File: src/rtl/hazard_ctrl_if.sv
// -----------------------------------------------------------------------------
// hazard_ctrl_if
// Groups the pipeline-side signals of the hazard controller.
//   master : the pipeline. It drives the redirect, destination, source,
//            multi-cycle and counter-clear inputs, and reads the controls.
//   slave  : hazard_ctrl. It reads the pipeline state and drives the
//            stage write enables and clears, the forwarding selects, the
//            multi-cycle status and the performance counters.
// REG_AW and CNT_W must match the parameters of the attached hazard_ctrl.
// -----------------------------------------------------------------------------
interface hazard_ctrl_if #(
  parameter int REG_AW = 5,
  parameter int CNT_W  = 32
);
  // Redirect resolved in EX/MEM
  logic              pcsel_exmem;
  logic              is_br_exmem;
  logic              is_uncbr_exmem;
  // Destination writes in flight
  logic              rdwren_idex;
  logic              rdwren_exmem;
  logic              rdwren_memwb;
  logic              memrden_idex;
  logic [REG_AW-1:0] rd_idex;
  logic [REG_AW-1:0] rd_exmem;
  logic [REG_AW-1:0] rd_memwb;
  // Sources read in ID and EX
  logic [REG_AW-1:0] rs1_ifid;
  logic [REG_AW-1:0] rs2_ifid;
  logic              rs1used_ifid;
  logic              rs2used_ifid;
  logic [REG_AW-1:0] rs1_idex;
  logic [REG_AW-1:0] rs2_idex;
  logic              md_start_idex;
  logic              cnt_clr;
  // Pipeline controls
  logic              pc_wren;
  logic              wren_ifid;
  logic              wren_idex;
  logic              clear_ifid;
  logic              clear_idex;
  logic              clear_exmem;
  logic [1:0]        fwd_a_sel;
  logic [1:0]        fwd_b_sel;
  logic              md_busy;
  logic              md_done;
  logic [CNT_W-1:0]  stall_cnt;
  logic [CNT_W-1:0]  flush_cnt;

  modport master (
    output pcsel_exmem, is_br_exmem, is_uncbr_exmem,
    output rdwren_idex, rdwren_exmem, rdwren_memwb, memrden_idex,
    output rd_idex, rd_exmem, rd_memwb,
    output rs1_ifid, rs2_ifid, rs1used_ifid, rs2used_ifid,
    output rs1_idex, rs2_idex, md_start_idex, cnt_clr,
    input  pc_wren, wren_ifid, wren_idex,
    input  clear_ifid, clear_idex, clear_exmem,
    input  fwd_a_sel, fwd_b_sel, md_busy, md_done,
    input  stall_cnt, flush_cnt
  );

  modport slave (
    input  pcsel_exmem, is_br_exmem, is_uncbr_exmem,
    input  rdwren_idex, rdwren_exmem, rdwren_memwb, memrden_idex,
    input  rd_idex, rd_exmem, rd_memwb,
    input  rs1_ifid, rs2_ifid, rs1used_ifid, rs2used_ifid,
    input  rs1_idex, rs2_idex, md_start_idex, cnt_clr,
    output pc_wren, wren_ifid, wren_idex,
    output clear_ifid, clear_idex, clear_exmem,
    output fwd_a_sel, fwd_b_sel, md_busy, md_done,
    output stall_cnt, flush_cnt
  );
endinterface

File: src/rtl/hazard_ctrl.sv
// -----------------------------------------------------------------------------
// hazard_ctrl
// Pipeline hazard unit for a 5-stage in-order core.
//   - Flushes IF/ID, ID/EX and EX/MEM on a taken branch or jump in EX/MEM.
//   - Holds the front of the pipe while a multi-cycle (mul/div) op occupies
//     EX for MD_CYCLES cycles.
//   - Stalls ID on read-after-write hazards: on every one (FWD_EN=0) or only
//     on load-use (FWD_EN=1, with EX/MEM and MEM/WB forwarding selects).
//   - Counts stall and flush cycles in saturating counters.
// Priority: flush > multi-cycle stall > data stall > normal.
// Ports:
//   i_clk   : rising-edge clock
//   i_rst_n : asynchronous active-low reset; also forces safe outputs
//   bus     : hazard_ctrl_if.slave, pipeline state in, controls out
// -----------------------------------------------------------------------------
module hazard_ctrl #(
  parameter int FWD_EN    = 0,
  parameter int REG_AW    = 5,
  parameter int MD_CYCLES = 4,
  parameter int CNT_W     = 32
) (
  input  logic          i_clk,
  input  logic          i_rst_n,
  hazard_ctrl_if.slave  bus
);

  localparam int              MDCW    = $clog2(MD_CYCLES);
  localparam logic [MDCW-1:0] MD_LOAD = MDCW'(MD_CYCLES - 2);

  typedef enum logic {IDLE, BUSY} md_state_e;

  md_state_e        md_state, md_state_d;
  logic [MDCW-1:0]  md_cnt, md_cnt_d;
  logic             md_stall, md_done_int;
  logic             flush, data_hazard;
  logic [1:0]       fwd_a_raw, fwd_b_raw;
  logic             pc_wren;
  logic [CNT_W-1:0] stall_cnt, flush_cnt;

  // A source depends on an in-flight write only if it is really read, is not
  // x0 (hard-wired zero) and the producer actually writes back.
  function automatic logic src_hit(input logic [REG_AW-1:0] rs, input logic used,
                                   input logic [REG_AW-1:0] rd, input logic we);
    return used && we && (rs != '0) && (rs == rd);
  endfunction

  // EX/MEM holds the younger result, so it wins over MEM/WB.
  function automatic logic [1:0] fwd_sel(input logic [REG_AW-1:0] rs);
    if (bus.rdwren_exmem && (rs != '0) && (rs == bus.rd_exmem))      return 2'b01;
    else if (bus.rdwren_memwb && (rs != '0) && (rs == bus.rd_memwb)) return 2'b10;
    else                                                             return 2'b00;
  endfunction

  assign flush = bus.pcsel_exmem && (bus.is_br_exmem || bus.is_uncbr_exmem);

  generate
    if (FWD_EN != 0) begin : g_fwd
      // Only a load in EX cannot be forwarded in time.
      assign data_hazard = bus.memrden_idex &&
        (src_hit(bus.rs1_ifid, bus.rs1used_ifid, bus.rd_idex, bus.rdwren_idex) ||
         src_hit(bus.rs2_ifid, bus.rs2used_ifid, bus.rd_idex, bus.rdwren_idex));
      assign fwd_a_raw = fwd_sel(bus.rs1_idex);
      assign fwd_b_raw = fwd_sel(bus.rs2_idex);
    end else begin : g_nofwd
      // Regfile is write-first, so a producer in MEM/WB is already visible.
      assign data_hazard =
        src_hit(bus.rs1_ifid, bus.rs1used_ifid, bus.rd_idex,  bus.rdwren_idex)  ||
        src_hit(bus.rs1_ifid, bus.rs1used_ifid, bus.rd_exmem, bus.rdwren_exmem) ||
        src_hit(bus.rs2_ifid, bus.rs2used_ifid, bus.rd_idex,  bus.rdwren_idex)  ||
        src_hit(bus.rs2_ifid, bus.rs2used_ifid, bus.rd_exmem, bus.rdwren_exmem);
      assign fwd_a_raw = 2'b00;
      assign fwd_b_raw = 2'b00;
    end
  endgenerate

  // Multi-cycle FSM. The IDLE cycle that sees md_start_idex is the first of
  // the MD_CYCLES EX cycles, so BUSY counts down from MD_CYCLES-2 and the
  // release (md_done) cycle is the one where the counter reads zero.
  always_comb begin
    // NOTE: every signal gets a default first so no path leaves one unassigned,
    // which would otherwise infer a latch.
    md_state_d  = md_state;
    md_cnt_d    = md_cnt;
    md_stall    = 1'b0;
    md_done_int = 1'b0;
    case (md_state)
      IDLE: begin
        md_stall = bus.md_start_idex;
        if (bus.md_start_idex) begin
          md_state_d = BUSY;
          md_cnt_d   = MD_LOAD;
        end
      end
      BUSY: begin
        if (md_cnt != '0) begin
          md_stall = 1'b1;
          md_cnt_d = md_cnt - 1'b1;
        end else begin
          md_done_int = 1'b1;
          md_state_d  = IDLE;
        end
      end
    endcase
    // A redirect kills whatever op sits in EX.
    if (flush) begin
      md_state_d  = IDLE;
      md_cnt_d    = '0;
      md_done_int = 1'b0;
    end
  end

  always_ff @(posedge i_clk or negedge i_rst_n) begin
    // NOTE: sequential state uses non-blocking assignments so every register
    // samples the pre-edge values regardless of statement order.
    if (!i_rst_n) begin
      md_state <= IDLE;
      md_cnt   <= '0;
    end else begin
      md_state <= md_state_d;
      md_cnt   <= md_cnt_d;
    end
  end

  // Pipeline controls. Reset is decoded combinationally so the pipe is frozen
  // and cleared the moment i_rst_n falls, not at the next edge.
  always_comb begin
    pc_wren         = 1'b1;
    bus.wren_ifid   = 1'b1;
    bus.wren_idex   = 1'b1;
    bus.clear_ifid  = 1'b0;
    bus.clear_idex  = 1'b0;
    bus.clear_exmem = 1'b0;
    if (!i_rst_n) begin
      pc_wren         = 1'b0;
      bus.wren_ifid   = 1'b0;
      bus.wren_idex   = 1'b0;
      bus.clear_ifid  = 1'b1;
      bus.clear_idex  = 1'b1;
      bus.clear_exmem = 1'b1;
    end else if (flush) begin
      bus.clear_ifid  = 1'b1;
      bus.clear_idex  = 1'b1;
      bus.clear_exmem = 1'b1;
    end else if (md_stall) begin
      // Whole front end holds; EX/MEM takes bubbles until the op completes.
      // A coincident data hazard is absorbed here with no ID/EX bubble.
      pc_wren         = 1'b0;
      bus.wren_ifid   = 1'b0;
      bus.wren_idex   = 1'b0;
      bus.clear_exmem = 1'b1;
    end else if (data_hazard) begin
      // Hold IF and ID; ID/EX is written with a bubble.
      pc_wren         = 1'b0;
      bus.wren_ifid   = 1'b0;
      bus.clear_idex  = 1'b1;
    end
  end

  assign bus.pc_wren   = pc_wren;
  assign bus.fwd_a_sel = i_rst_n ? fwd_a_raw : 2'b00;
  assign bus.fwd_b_sel = i_rst_n ? fwd_b_raw : 2'b00;
  assign bus.md_busy   = i_rst_n && (md_state == BUSY);
  assign bus.md_done   = i_rst_n && md_done_int;

  // Saturating performance counters; clear wins over increment.
  always_ff @(posedge i_clk or negedge i_rst_n) begin
    if (!i_rst_n) begin
      stall_cnt <= '0;
      flush_cnt <= '0;
    end else if (bus.cnt_clr) begin
      stall_cnt <= '0;
      flush_cnt <= '0;
    end else begin
      if (!pc_wren && (stall_cnt != '1)) stall_cnt <= stall_cnt + 1'b1;
      if (flush && (flush_cnt != '1))    flush_cnt <= flush_cnt + 1'b1;
    end
  end

  assign bus.stall_cnt = stall_cnt;
  assign bus.flush_cnt = flush_cnt;

endmodule

File: src/flat_wrapper.sv
// flat-port wrapper written by rule: the top's interface ports become plain ports
module hazard_ctrl_flat 
#(
  parameter int FWD_EN    = 0,
  parameter int REG_AW    = 5,
  parameter int MD_CYCLES = 4,
  parameter int CNT_W     = 32
)
  (i_clk, i_rst_n, bus_pcsel_exmem, bus_is_br_exmem, bus_is_uncbr_exmem, bus_rdwren_idex, bus_rdwren_exmem, bus_rdwren_memwb, bus_memrden_idex, bus_rd_idex, bus_rd_exmem, bus_rd_memwb, bus_rs1_ifid, bus_rs2_ifid, bus_rs1used_ifid, bus_rs2used_ifid, bus_rs1_idex, bus_rs2_idex, bus_md_start_idex, bus_cnt_clr, bus_pc_wren, bus_wren_ifid, bus_wren_idex, bus_clear_ifid, bus_clear_idex, bus_clear_exmem, bus_fwd_a_sel, bus_fwd_b_sel, bus_md_busy, bus_md_done, bus_stall_cnt, bus_flush_cnt);
  hazard_ctrl_if #(.REG_AW(REG_AW), .CNT_W(CNT_W)) bus_i ();
  input  logic i_clk;
  input  logic i_rst_n;
  input wire logic [$bits(bus_i.pcsel_exmem)-1:0] bus_pcsel_exmem;
  input wire logic [$bits(bus_i.is_br_exmem)-1:0] bus_is_br_exmem;
  input wire logic [$bits(bus_i.is_uncbr_exmem)-1:0] bus_is_uncbr_exmem;
  input wire logic [$bits(bus_i.rdwren_idex)-1:0] bus_rdwren_idex;
  input wire logic [$bits(bus_i.rdwren_exmem)-1:0] bus_rdwren_exmem;
  input wire logic [$bits(bus_i.rdwren_memwb)-1:0] bus_rdwren_memwb;
  input wire logic [$bits(bus_i.memrden_idex)-1:0] bus_memrden_idex;
  input wire logic [$bits(bus_i.rd_idex)-1:0] bus_rd_idex;
  input wire logic [$bits(bus_i.rd_exmem)-1:0] bus_rd_exmem;
  input wire logic [$bits(bus_i.rd_memwb)-1:0] bus_rd_memwb;
  input wire logic [$bits(bus_i.rs1_ifid)-1:0] bus_rs1_ifid;
  input wire logic [$bits(bus_i.rs2_ifid)-1:0] bus_rs2_ifid;
  input wire logic [$bits(bus_i.rs1used_ifid)-1:0] bus_rs1used_ifid;
  input wire logic [$bits(bus_i.rs2used_ifid)-1:0] bus_rs2used_ifid;
  input wire logic [$bits(bus_i.rs1_idex)-1:0] bus_rs1_idex;
  input wire logic [$bits(bus_i.rs2_idex)-1:0] bus_rs2_idex;
  input wire logic [$bits(bus_i.md_start_idex)-1:0] bus_md_start_idex;
  input wire logic [$bits(bus_i.cnt_clr)-1:0] bus_cnt_clr;
  output wire logic [$bits(bus_i.pc_wren)-1:0] bus_pc_wren;
  output wire logic [$bits(bus_i.wren_ifid)-1:0] bus_wren_ifid;
  output wire logic [$bits(bus_i.wren_idex)-1:0] bus_wren_idex;
  output wire logic [$bits(bus_i.clear_ifid)-1:0] bus_clear_ifid;
  output wire logic [$bits(bus_i.clear_idex)-1:0] bus_clear_idex;
  output wire logic [$bits(bus_i.clear_exmem)-1:0] bus_clear_exmem;
  output wire logic [$bits(bus_i.fwd_a_sel)-1:0] bus_fwd_a_sel;
  output wire logic [$bits(bus_i.fwd_b_sel)-1:0] bus_fwd_b_sel;
  output wire logic [$bits(bus_i.md_busy)-1:0] bus_md_busy;
  output wire logic [$bits(bus_i.md_done)-1:0] bus_md_done;
  output wire logic [$bits(bus_i.stall_cnt)-1:0] bus_stall_cnt;
  output wire logic [$bits(bus_i.flush_cnt)-1:0] bus_flush_cnt;
  assign bus_i.pcsel_exmem = bus_pcsel_exmem;
  assign bus_i.is_br_exmem = bus_is_br_exmem;
  assign bus_i.is_uncbr_exmem = bus_is_uncbr_exmem;
  assign bus_i.rdwren_idex = bus_rdwren_idex;
  assign bus_i.rdwren_exmem = bus_rdwren_exmem;
  assign bus_i.rdwren_memwb = bus_rdwren_memwb;
  assign bus_i.memrden_idex = bus_memrden_idex;
  assign bus_i.rd_idex = bus_rd_idex;
  assign bus_i.rd_exmem = bus_rd_exmem;
  assign bus_i.rd_memwb = bus_rd_memwb;
  assign bus_i.rs1_ifid = bus_rs1_ifid;
  assign bus_i.rs2_ifid = bus_rs2_ifid;
  assign bus_i.rs1used_ifid = bus_rs1used_ifid;
  assign bus_i.rs2used_ifid = bus_rs2used_ifid;
  assign bus_i.rs1_idex = bus_rs1_idex;
  assign bus_i.rs2_idex = bus_rs2_idex;
  assign bus_i.md_start_idex = bus_md_start_idex;
  assign bus_i.cnt_clr = bus_cnt_clr;
  assign bus_pc_wren = bus_i.pc_wren;
  assign bus_wren_ifid = bus_i.wren_ifid;
  assign bus_wren_idex = bus_i.wren_idex;
  assign bus_clear_ifid = bus_i.clear_ifid;
  assign bus_clear_idex = bus_i.clear_idex;
  assign bus_clear_exmem = bus_i.clear_exmem;
  assign bus_fwd_a_sel = bus_i.fwd_a_sel;
  assign bus_fwd_b_sel = bus_i.fwd_b_sel;
  assign bus_md_busy = bus_i.md_busy;
  assign bus_md_done = bus_i.md_done;
  assign bus_stall_cnt = bus_i.stall_cnt;
  assign bus_flush_cnt = bus_i.flush_cnt;
  hazard_ctrl #(.FWD_EN(FWD_EN), .REG_AW(REG_AW), .MD_CYCLES(MD_CYCLES), .CNT_W(CNT_W)) u_core (.i_clk(i_clk), .i_rst_n(i_rst_n), .bus(bus_i));
endmodule
File: config.mk
export PLATFORM = sky130hd
export DESIGN_NAME = hazard_ctrl_flat
export DESIGN_NICKNAME = d
export VERILOG_FILES = /design/src/rtl/hazard_ctrl_if.sv /design/src/rtl/hazard_ctrl.sv /design/src/flat_wrapper.sv
export SDC_FILE = /design/constraint.sdc
export NUM_CORES = 1
export LEC_CHECK = 0
export ABC_AREA = 1
export CAP_MARGIN = 10
export CORE_UTILIZATION = 47
export CTS_BUF_LIST = sky130_fd_sc_hd__clkbuf_2 sky130_fd_sc_hd__clkbuf_4 sky130_fd_sc_hd__clkbuf_8
export DETAILED_ROUTE_END_ITERATION = 8
export DONT_BUFFER_PORTS = 1
export GPL_TIMING_DRIVEN = 0
export PLACE_DENSITY = 0.64
export SYNTH_ARGS = -nofsm -noshare
export SYNTH_HDL_FRONTEND = slang
export SYNTH_SLANG_ARGS = --single-unit
File: constraint.sdc
create_clock -name i_clk -period 5.97 [get_ports i_clk]
set_clock_uncertainty 0.2 [all_clocks]
set_input_delay 1.194 -clock i_clk [delete_from_list [all_inputs] [get_ports i_clk]]
set_output_delay 1.194 -clock i_clk [all_outputs]
set_load 0.05 [all_outputs]
== Word-level counts from Yosys, hierarchy flattened ==
Index checks and enable logic that the tools add are counted.

* Add/sub/neg operators: 3
* Eq/ne operators: 8
* Mux-type cells: 32
* Bitwise operators: 1
* Reduce and logical (&&, ||, !) cells: 28

{| class="wikitable"
|+ Operators by type and width
! kind !! count
|-
| two-way mux 32 bit || 4
|-
| adder 32 x 1 -> 32 bit (second input constant) || 2
|-
| != test 32 bit (second input constant) || 2
|-
| two-way mux 1 bit || 22
|-
| == test 5 bit || 4
|-
| logical AND 1 bit || 17
|-
| nonzero test 5 bit || 2
|-
| two-way mux 2 bit || 3
|-
| nonzero test 2 bit || 3
|-
| logical OR 1 bit || 4
|-
| case mux 1 bit (2 select lines) || 2
|-
| case mux 2 bit (2 select lines) || 1
|-
| != test 3 x 2 -> 1 bit (second input constant) || 1
|-
| != test 3 bit (second input constant) || 1
|-
| AND reduction 2 bit || 1
|-
| subtractor 2 x 1 -> 2 bit (second input constant) || 1
|-
| zero test 1 bit || 1
|-
| inverter 1 bit || 1
|}

* Register bits after elaboration: 67
* Logic and storage cells: 76

== Longest topological paths before layout ==
Gate-level depths: netlist of the first run.

* Depth after elaboration: 14
* Depth in mapped cells: 14
* Gate-level depth less buffers: 13

== Worst setup path after synthesis of the first run ==
Ideal clock, no wire load.

* Kind: input to output
* Start: in bus_md_start_idex
* End: out bus_wren_ifid
* Arrival: 3.286 ns
* Data required time: 4.576 ns
* Slack: 1.290 ns
* Stages on the path: 7
* Buffers on the path: 2
* Cells stage by stage: o21ai_1 > nor2_1 > nor2_1 > nand2_2 > buf_2 > inv_1 > buf_4

* Word-level cells in the longest chain between the ends: 4

{| class="wikitable"
|+ Ends and longest elaborated chain
! item !! line !! source
|-
| start, declared || flat_wrapper.sv:29 || <nowiki>input wire logic [$bits(bus_i.md_start_idex)-1:0] bus_md_start_idex;</nowiki>
|-
| case mux 1 bit (2 select lines) || hazard_ctrl.sv:86 || <nowiki>case (md_state)</nowiki>
|-
| two-way mux 1 bit (3 in a row) || n/a ||
|-
| end, declared || flat_wrapper.sv:32 || <nowiki>output wire logic [$bits(bus_i.wren_ifid)-1:0] bus_wren_ifid;</nowiki>
|}

Every way passes these cells.

== Worst setup path in the final report of the first run ==
Ends and elaborated chain as after synthesis.

==> out/summary.txt, run 1 <==
======================================================================================
Total power consumption of the routed design                                  1.118 mW
Unrepaired setup endpoints after global routing                                  false
Maximum fanout along the worst path                                                 10
Post-layout net count                                                              840
Number of sinks handled by clock tree synthesis                                     67
First-pass GRT wire length                                                    22860 um
CTS clock-pin slew for the worst setup and hold paths                            80 ps
Layout cells sized above 1                                                      8.564%
List of cells traversed by the critical path                              o21ai_1 > nor2_1 > nor2_1 > nand2_2 > buf_2 > inv_1 > buf_4
Slowest cell on the critical path                                               nor2_1
Reg-to-Reg Start                                                          u_core.md_cnt[0]$_DFFE_PN0P_
Antenna fix cells                                                                    0
IR Drop Worst-Case VDD                                                       0.1000 mV
Vertical extent of the die                                                    105.3 um
Worst path arrival time                                                        3570 ps
Final routed DRC violation total                                                     0
Number of top-level pins                                                           124
Fin crit share                                                                  83.09%
Horizontal die dimension                                                      105.3 um
Pin slew with the least headroom to its limit                                 997.3 ps
Max Transition Viols Final                                                           0
Largest buffer count on any clock path                                               2
Register-to-Register Path Depth                                                     10
CP endpoint kind                                                           output port
Slew margin rel.                                                                33.27%
TritonRoute pass-1 iters                                                             5
Standard-cell row count                                                             37
Starting density of the core                                                    48.54%
Final Setup Violations                                                               0
Static leakage power                                                          2.721 nW
Placement-stage worst setup slack                                              1042 ps
Cell mode on critical path                                                      nor2_1
Cell taking the most area after synthesis                                      dfrtp_1
ANT nets after route                                                                 0
Endpoint required time on the critical path                                    4580 ps
Number of global-route vias before repair                                         4693
Via count of the routed design                                                    4911
Largest net degree at the start of global routing                                   70
Register area share after synthesis                                             33.46%
Synthesis-to-layout area growth                                                 8.414%
Status                                                                    finished, final reports clean
Pwr per Cell Area                                                         205.9 nW/um2
Category of the most critical setup path                                        in2out
Weighted congestion reported at the end of routability-driven placement         0.9160
Reg-to-reg slack, setup                                                        3120 ps
R2R Path End                                                              u_core.bus.stall_cnt[14]$_DFFE_PN0P_
Number of buffers inserted by port buffering                                         0
Final wirelength                                                              13630 um
Setup crit start kind                                                        input pin
First-iteration detailed-routing DRC count                                         209
Post-synthesis cell type count                                                      37
Global router's overall resource usage                                          26.06%
Num CTS Buffers                                                                      9
Final Hold Violating Endpoints                                                       0
Minimum clock period                                                           4961 ps
Count of max-cap constraint violations                                               0
Most frequent cells in the layout                                         nand2_1 (250), inv_1 (103), nor2_1 (96), dfrtp_1 (67), nand3_1 (60)
Die Footprint                                                                11080 um2
Maximum clock rate                                                          0.2016 GHz
FF+latch count, synth                                                               67
Fraction of post-synthesis cell area in the top cell type by area               33.46%
Total grt overflow                                                                   0
Per-cell routed wire length                                                   14.66 um
Worst skew pair latency                                                         370 ps
# Post-CTS Setup Buffers                                                             0
Library cell used as clock root buffer                                        clkbuf_8
CTS tree                                                                           yes
Number of antenna violations at the first check in global routing                    0
Total negative setup slack                                                        0 ps
Post-synthesis average cell area                                             6.466 um2
PostCTS Resize Cnt                                                                   0
Biggest cell delay along the critical path                                      780 ps
Most frequent standard cell in the layout excluding fill and tap cells         nand2_1
Critical path startpoint                                                  bus_md_start_idex
Syn Std Cell Area                                                             5011 um2
Synthesis warning total                                                              0
Cell types with the largest area share after synthesis                    dfrtp_1 (33%), nand2_1 (19%), inv_1 (7.7%)
Placeable core area                                                          10320 um2
Detailed-placement wirelength estimate                                        10390 um
Class of the most critical hold timing path                                   in2async
Hold buffers post-CTS                                                                0
PnR worst setup slack                                                          1009 ps
Avg Vias per Cell                                                                5.281
CTS H-tree depth                                                                     3
Number of instances in the synthesized netlist                                     775
======================================================================================
==> layer usage <==
metal	up-vias	part of all wire [%]	GRT usage, %	wire (um)
met5	-	0	0	0
met4	0	1.6	8.652	215
met3	18	7.4	7.297	1004
met2	157	45	41.26	6121
met1	2259	46	34.25	6288
li1	2477	-	-	-
==> worst max-delay path: cells and delay by family <==
| family | cells | cell delay (ps) |
|---|---|---|
| AOI/OAI and AO/OA | 1 | 220 |
| buffers and inverters | 3 | 920 |
| and+or+nand+nor | 3 | 1230 |
==> report_power, final <==
| part | switching (mW) | total [mW] | leakage [nW] | internal, mW |
|---|---|---|---|---|
| logic | 0.112 | 0.153 | 1.67 | 0.0404 |
| clock network | 0.199 | 0.476 | 0.119 | 0.277 |
| registers | 0.0263 | 0.490 | 0.930 | 0.464 |
==> worst max-delay path by stage <==
stage,slack [ps],cells past startpoint,end
after floorplan,1290,7,bus_wren_ifid
after global placement,1050,7,bus_wren_ifid
after detailed placement,1040,7,bus_wren_ifid
after CTS,1020,7,bus_wren_ifid
after global routing,870,7,bus_wren_ifid
final,1010,7,bus_wren_ifid
==> through the flow <==
stage	area [um2]	std cells	util, %	hold slack, ps
6_report	5433	930	52.62	308.3
5_1_grt	5433	930	52.62	289.1
4_1_cts	5433	930	52.62	296.2
3_5_place_dp	5192	914	50.30	342.2
3_3_place_gp	5192	914	50.30	338.3
2_1_floorplan	5022	778	-	307.5
==> cell type report <==
type	count	area, um2
fill	1045	4891
multi-input combinational	577	2775
sequential	67	1677
inverter	108	405.4
tap	136	170.2
buffer	26	165.2
clock buffer	9	123.9
clock inverter	7	116.4
==> cell usage after synthesis <==
| master | instances |
|---|---|
| a21oi_1 | 10 |
| a2bb2oi_1 | 1 |
| a31oi_1 | 1 |
| and3_1 | 1 |
| buf_2 | 9 |
| buf_4 | 5 |
| buf_6 | 5 |
| clkbuf_1 | 7 |
| clkinv_1 | 1 |
| conb_1 | 1 |
| dfrtp_1 | 67 |
| ha_1 | 3 |
| inv_1 | 103 |
| inv_2 | 4 |
| nand2_1 | 250 |
| nand2_2 | 8 |
| nand2_4 | 1 |
| nand3_1 | 60 |
| nand3_2 | 1 |
| nand4_1 | 38 |
| nand4_2 | 1 |
| nand4_4 | 1 |
| nor2_1 | 96 |
| nor2_2 | 5 |
| nor2_4 | 3 |
| nor3_1 | 28 |
| nor3_2 | 6 |
| nor3_4 | 1 |
| nor3b_2 | 1 |
| nor4_1 | 3 |
| o21a_1 | 1 |
| o21ai_0 | 14 |
| o21ai_1 | 4 |
| o31ai_1 | 4 |
| or2_2 | 1 |
| xnor2_1 | 6 |
| xor2_1 | 24 |
==> logic make-up after synthesis <==
kind of cell             Yosys count  synth area share [%]
AO/OA/AOI/OAI                     35                 3.845
adder cells (fa/ha/maj)            3                0.7491
flip-flops                        67                 33.46
other                              1               0.07483
buffers and inverters            134                 11.39
AND/OR/NAND/NOR                  505                 45.24
XOR/XNOR                          30                 5.243
==> state kept, by name, indices dropped and copies added (netlist names) <==
register	cells
u_core.bus.flush_cnt	32
u_core.bus.stall_cnt	32
u_core.md_cnt	2
u_core.md_state	1
No activity file was read; power rests on OpenSTA's default activity.
==> inputs of run 2 (changes only) <==
--- a/config.mk
+++ b/config.mk
@@ -5,14 +5,14 @@
 export SDC_FILE = /design/constraint.sdc
 export NUM_CORES = 1
 export LEC_CHECK = 0
-export ABC_AREA = 1
+export ABC_AREA = 0
 export CAP_MARGIN = 10
 export CORE_UTILIZATION = 47
 export CTS_BUF_LIST = sky130_fd_sc_hd__clkbuf_2 sky130_fd_sc_hd__clkbuf_4 sky130_fd_sc_hd__clkbuf_8
 export DETAILED_ROUTE_END_ITERATION = 8
 export DONT_BUFFER_PORTS = 1
 export GPL_TIMING_DRIVEN = 0
-export PLACE_DENSITY = 0.64
+export PLACE_DENSITY = 0.66
 export SYNTH_ARGS = -nofsm -noshare
 export SYNTH_HDL_FRONTEND = slang
 export SYNTH_SLANG_ARGS = --single-unit
==> constraint.sdc (replaced) <==
create_clock -name i_clk -period 4.3 [get_ports i_clk]
set_clock_uncertainty 0.2 [all_clocks]
set_input_delay 0.86 -clock i_clk [delete_from_list [all_inputs] [get_ports i_clk]]
set_output_delay 0.86 -clock i_clk [all_outputs]
set_load 0.05 [all_outputs]
==> run 2 against run 1 <==
Register-to-register slack got worse by 2100 ps. Combinational power is 8% higher. Non-clock buffer count up 1. Cell count fell by 37%. Sequential share of layout area increased by 6.9 points. Wire length down 25%. Area after synthesis fell by 19%. Highest routed layer unchanged. Final area shrank 18%. Flip-flop and latch count stayed put.
==> out/summary.txt, run 2 <==
======================================================================================
Status                                                                    finished, final reports clean   unchanged
Category of the most critical setup path                                        in2out   unchanged
Minimum clock period                                                           3869 ps
Max Transition Viols Final                                                           0   unchanged
Vertical extent of the die                                                    95.16 um   was 105.3 um
CP endpoint kind                                                           output port   unchanged
CTS clock-pin slew for the worst setup and hold paths                            70 ps   was 80 ps
Reg-to-Reg Start                                                          u_core.bus.stall_cnt[0]$_DFFE_PN0P_   was u_core.md_cnt[0]$_DFFE_PN0P_
IR Drop Worst-Case VDD                                                       0.2477 mV   was 0.1000 mV
Slew margin rel.                                                                41.73%   was 33.27%
Most frequent cell after synthesis                                             dfrtp_1   was nand2_1
Number of top-level pins                                                           124   unchanged
Final Hold Violating Endpoints                                                       0   unchanged
Cell types with the largest area share after synthesis                    dfrtp_1 (41%), xnor2_1 (8.8%), or3_1 (5.2%)   was dfrtp_1 (33%), nand2_1 (19%), inv_1 (7.7%)
Final Setup Violations                                                               0   unchanged
Fraction of post-synthesis cell area in the top cell type by area               41.10%   was 33.46%
Cell taking the most area after synthesis                                      dfrtp_1   unchanged
Post-synthesis average cell area                                             8.791 um2   was 6.466 um2
Post-layout net count                                                              531   was 840
Total negative setup slack                                                        0 ps   unchanged
Most frequent standard cell in the layout excluding fill and tap cells         dfrtp_1   was nand2_1
Global router's overall resource usage                                          23.55%   was 26.06%
Fin crit share                                                                  89.97%
Final wirelength                                                              10170 um   was 13630 um
ANT nets after route                                                                 0   unchanged
Endpoint required time on the critical path                                    3240 ps   was 4580 ps
Register area share after synthesis                                             41.10%   was 33.46%
Most frequent cells in the layout                                         dfrtp_1 (67), nor2_1 (47), xnor2_1 (41), or3_1 (34), a21oi_1 (31)   was nand2_1 (250), inv_1 (103), nor2_1 (96), dfrtp_1 (67), nand3_1 (60)
Static leakage power                                                          1.633 nW   was 2.721 nW
Hold buffers post-CTS                                                                2   was 0
Largest buffer count on any clock path                                               2   unchanged
PnR worst setup slack                                                         431.5 ps   was 1009 ps
Num CTS Buffers                                                                      9   unchanged
Synth cell count leaders                                                  dfrtp_1 (67), nor2_1 (47), xnor2_1 (41)   was nand2_1 (250), inv_1 (103), nor2_1 (96)
First-iteration detailed-routing DRC count                                         198   was 209
Die Footprint                                                                 9055 um2   was 11080 um2
Footprint of the multi-input gates                                            2237 um2   was 2775 um2
Placeable core area                                                           8299 um2   was 10320 um2
Number of buffers inserted by port buffering                                         0   unchanged
CTS tree                                                                           yes   unchanged
FFs w/ async S/R, synth                                                         100.0%   unchanged
Number of global-route vias before repair                                         3400   was 4693
Unrepaired setup endpoints after global routing                                  false   unchanged
Number of instances in the synthesized netlist                                     464   was 775
Standard-cell row count                                                             33   was 37
Synthesis warning total                                                              0   unchanged
Dominant register cell in the synthesized netlist                              dfrtp_1   unchanged
Avg Vias per Cell                                                                5.995   was 5.281
Largest net degree at the start of global routing                                   66   was 70
Class of the most critical hold timing path                                   in2async   unchanged
Synthesis-to-layout area growth                                                 8.957%   was 8.414%
TritonRoute pass-1 iters                                                             4   was 5
Detailed-placement wirelength estimate                                         7242 um   was 10390 um
Placement-stage worst setup slack                                             416.8 ps   was 1042 ps
# Post-CTS Setup Buffers                                                             0   unchanged
Weighted congestion reported at the end of routability-driven placement         0.8378   was 0.9160
Number of enable flip-flop cells after synthesis                                     0   unchanged
Instance area after placement                                                 4222 um2   was 5192 um2
Final routed DRC violation total                                                     0   unchanged
Setup crit start kind                                                        input pin   unchanged
FF+latch count, synth                                                               67   unchanged
Via count of the routed design                                                    3525   was 4911
Maximum clock rate                                                          0.2585 GHz
Worst skew pair latency                                                         350 ps   was 370 ps
Syn Std Cell Area                                                             4079 um2   was 5011 um2
Post-Layout Inst Area                                                         4444 um2   was 5433 um2
Pin slew with the least headroom to its limit                                 870.8 ps   was 997.3 ps
Horizontal die dimension                                                      95.16 um   was 105.3 um
Maximum fanout along the worst path                                                 11   was 10
Library cell used as clock root buffer                                        clkbuf_8   unchanged
List of cells traversed by the critical path                              or4_1 > o21ai_2 > nor2_1 > a221oi_4 > buf_6 > buf_12 > buf_4   was o21ai_1 > nor2_1 > nor2_1 > nand2_2 > buf_2 > inv_1 > buf_4
Layout cells sized above 1                                                      10.97%   was 8.564%
Per-cell routed wire length                                                   17.29 um   was 14.66 um
First-pass GRT wire length                                                    16640 um   was 22860 um
Antenna fix cells                                                                    0   unchanged
Fill cell count                                                                    785   was 1045
Total power consumption of the routed design                                  1.350 mW   was 1.118 mW
Worst path arrival time                                                        2810 ps   was 3570 ps
Count of max-cap constraint violations                                               0   unchanged
Slowest cell on the critical path                                                or4_1   was nor2_1
PostCTS Resize Cnt                                                                   0   unchanged
Number of sinks handled by clock tree synthesis                                     67   unchanged
Number of antenna violations at the first check in global routing                    0   unchanged
Critical path startpoint                                                  bus_rs1_ifid[1]   was bus_md_start_idex
Register Area                                                                 1677 um2   unchanged
Biggest registers after layout                                            u_core.bus.flush_cnt x32, u_core.bus.stall_cnt x32, u_core.md_cnt x2   unchanged
Post-synthesis cell type count                                                      46   was 37
Biggest cell delay along the critical path                                      540 ps   was 780 ps
Pwr per Cell Area                                                         303.7 nW/um2   was 205.9 nW/um2
CTS H-tree depth                                                                     3   unchanged
Total grt overflow                                                                   0   unchanged
Starting density of the core                                                    49.15%   was 48.54%
======================================================================================
==> run 2: layout make-up <==
cell class              count  share of cell area [%]
plain buffers              25                   3.294
multi-input cells         367                   50.34
well taps                 105                   2.956
clock buffers              11                   3.266
repair buffers              2                  0.8446
inverters                   8                  0.6757
flip-flops and latches     67                   37.73
clock inverters             3                  0.9009
==> run 2: kinds of logic after synthesis <==
group / count (synthesis) / share of synthesized area (%)
other: 1 / 0.09194
and+or+nand+nor: 227 / 30.37
AOI/OAI and AO/OA: 87 / 13.25
DFF: 67 / 41.10
muxes: 1 / 0.2761
xor gates and xnor gates: 45 / 9.662
adders and majority gates: 3 / 0.9203
buffers and inverters: 33 / 4.325
==> run 2: where the power goes <==
| part | total (mW) | switching, mW | internal (mW) |
|---|---|---|---|
| clock network | 0.517 | 0.235 | 0.282 |
| logic | 0.166 | 0.114 | 0.0527 |
| registers | 0.667 | 0.0282 | 0.639 |
| total | 1.35 | 0.377 | 0.973 |
==> run 2: critical path: cells and delay by family <==
| kind | cells | cell delay [ps] |
|---|---|---|
| compound gates | 2 | 680 |
| simple gates | 2 | 620 |
| buf+inv | 3 | 620 |
==> run 2: worst paths after layout <==
kind | endpoint | slack (ps) | cells past startpoint
max | bus_wren_ifid | 430 | 7
min | u_core.bus.stall_cnt[3]$_DFFE_PN0P_ | 180 | 1
max reg2reg | u_core.bus.stall_cnt[22]$_DFFE_PN0P_ | 1040 | 8
min reg2reg | u_core.md_cnt[0]$_DFFE_PN0P_ | 350 | 2
max in group asynchronous | u_core.bus.flush_cnt[1]$_DFFE_PN0P_ | 3180 | 1
min in group i_clk | u_core.md_cnt[0]$_DFFE_PN0P_ | 350 | 2
==> run 2: routing by layer <==
| layer | track usage (%) | vias up | part of all wire (%) |
|---|---|---|---|
| met1 | 27.97 | 1719 | 43 |
| li1 | - | 1705 | - |
| met5 | 0 | - | 0 |
| met2 | 40.36 | 92 | 49 |
| met4 | 6.944 | 0 | 0.91 |
| met3 | 7.656 | 9 | 6.8 |
==> run 2: per-stage QoR <==
stage / hold WS, ps / utilization (%) / cells
after floorplan: 302.8 / - / 467
after global placement: 324.9 / 50.87 / 572
after detailed placement: 339.0 / 50.87 / 572
after CTS: 194.3 / 53.55 / 588
after global routing: 211.6 / 53.55 / 588
final: 184.1 / 53.55 / 588
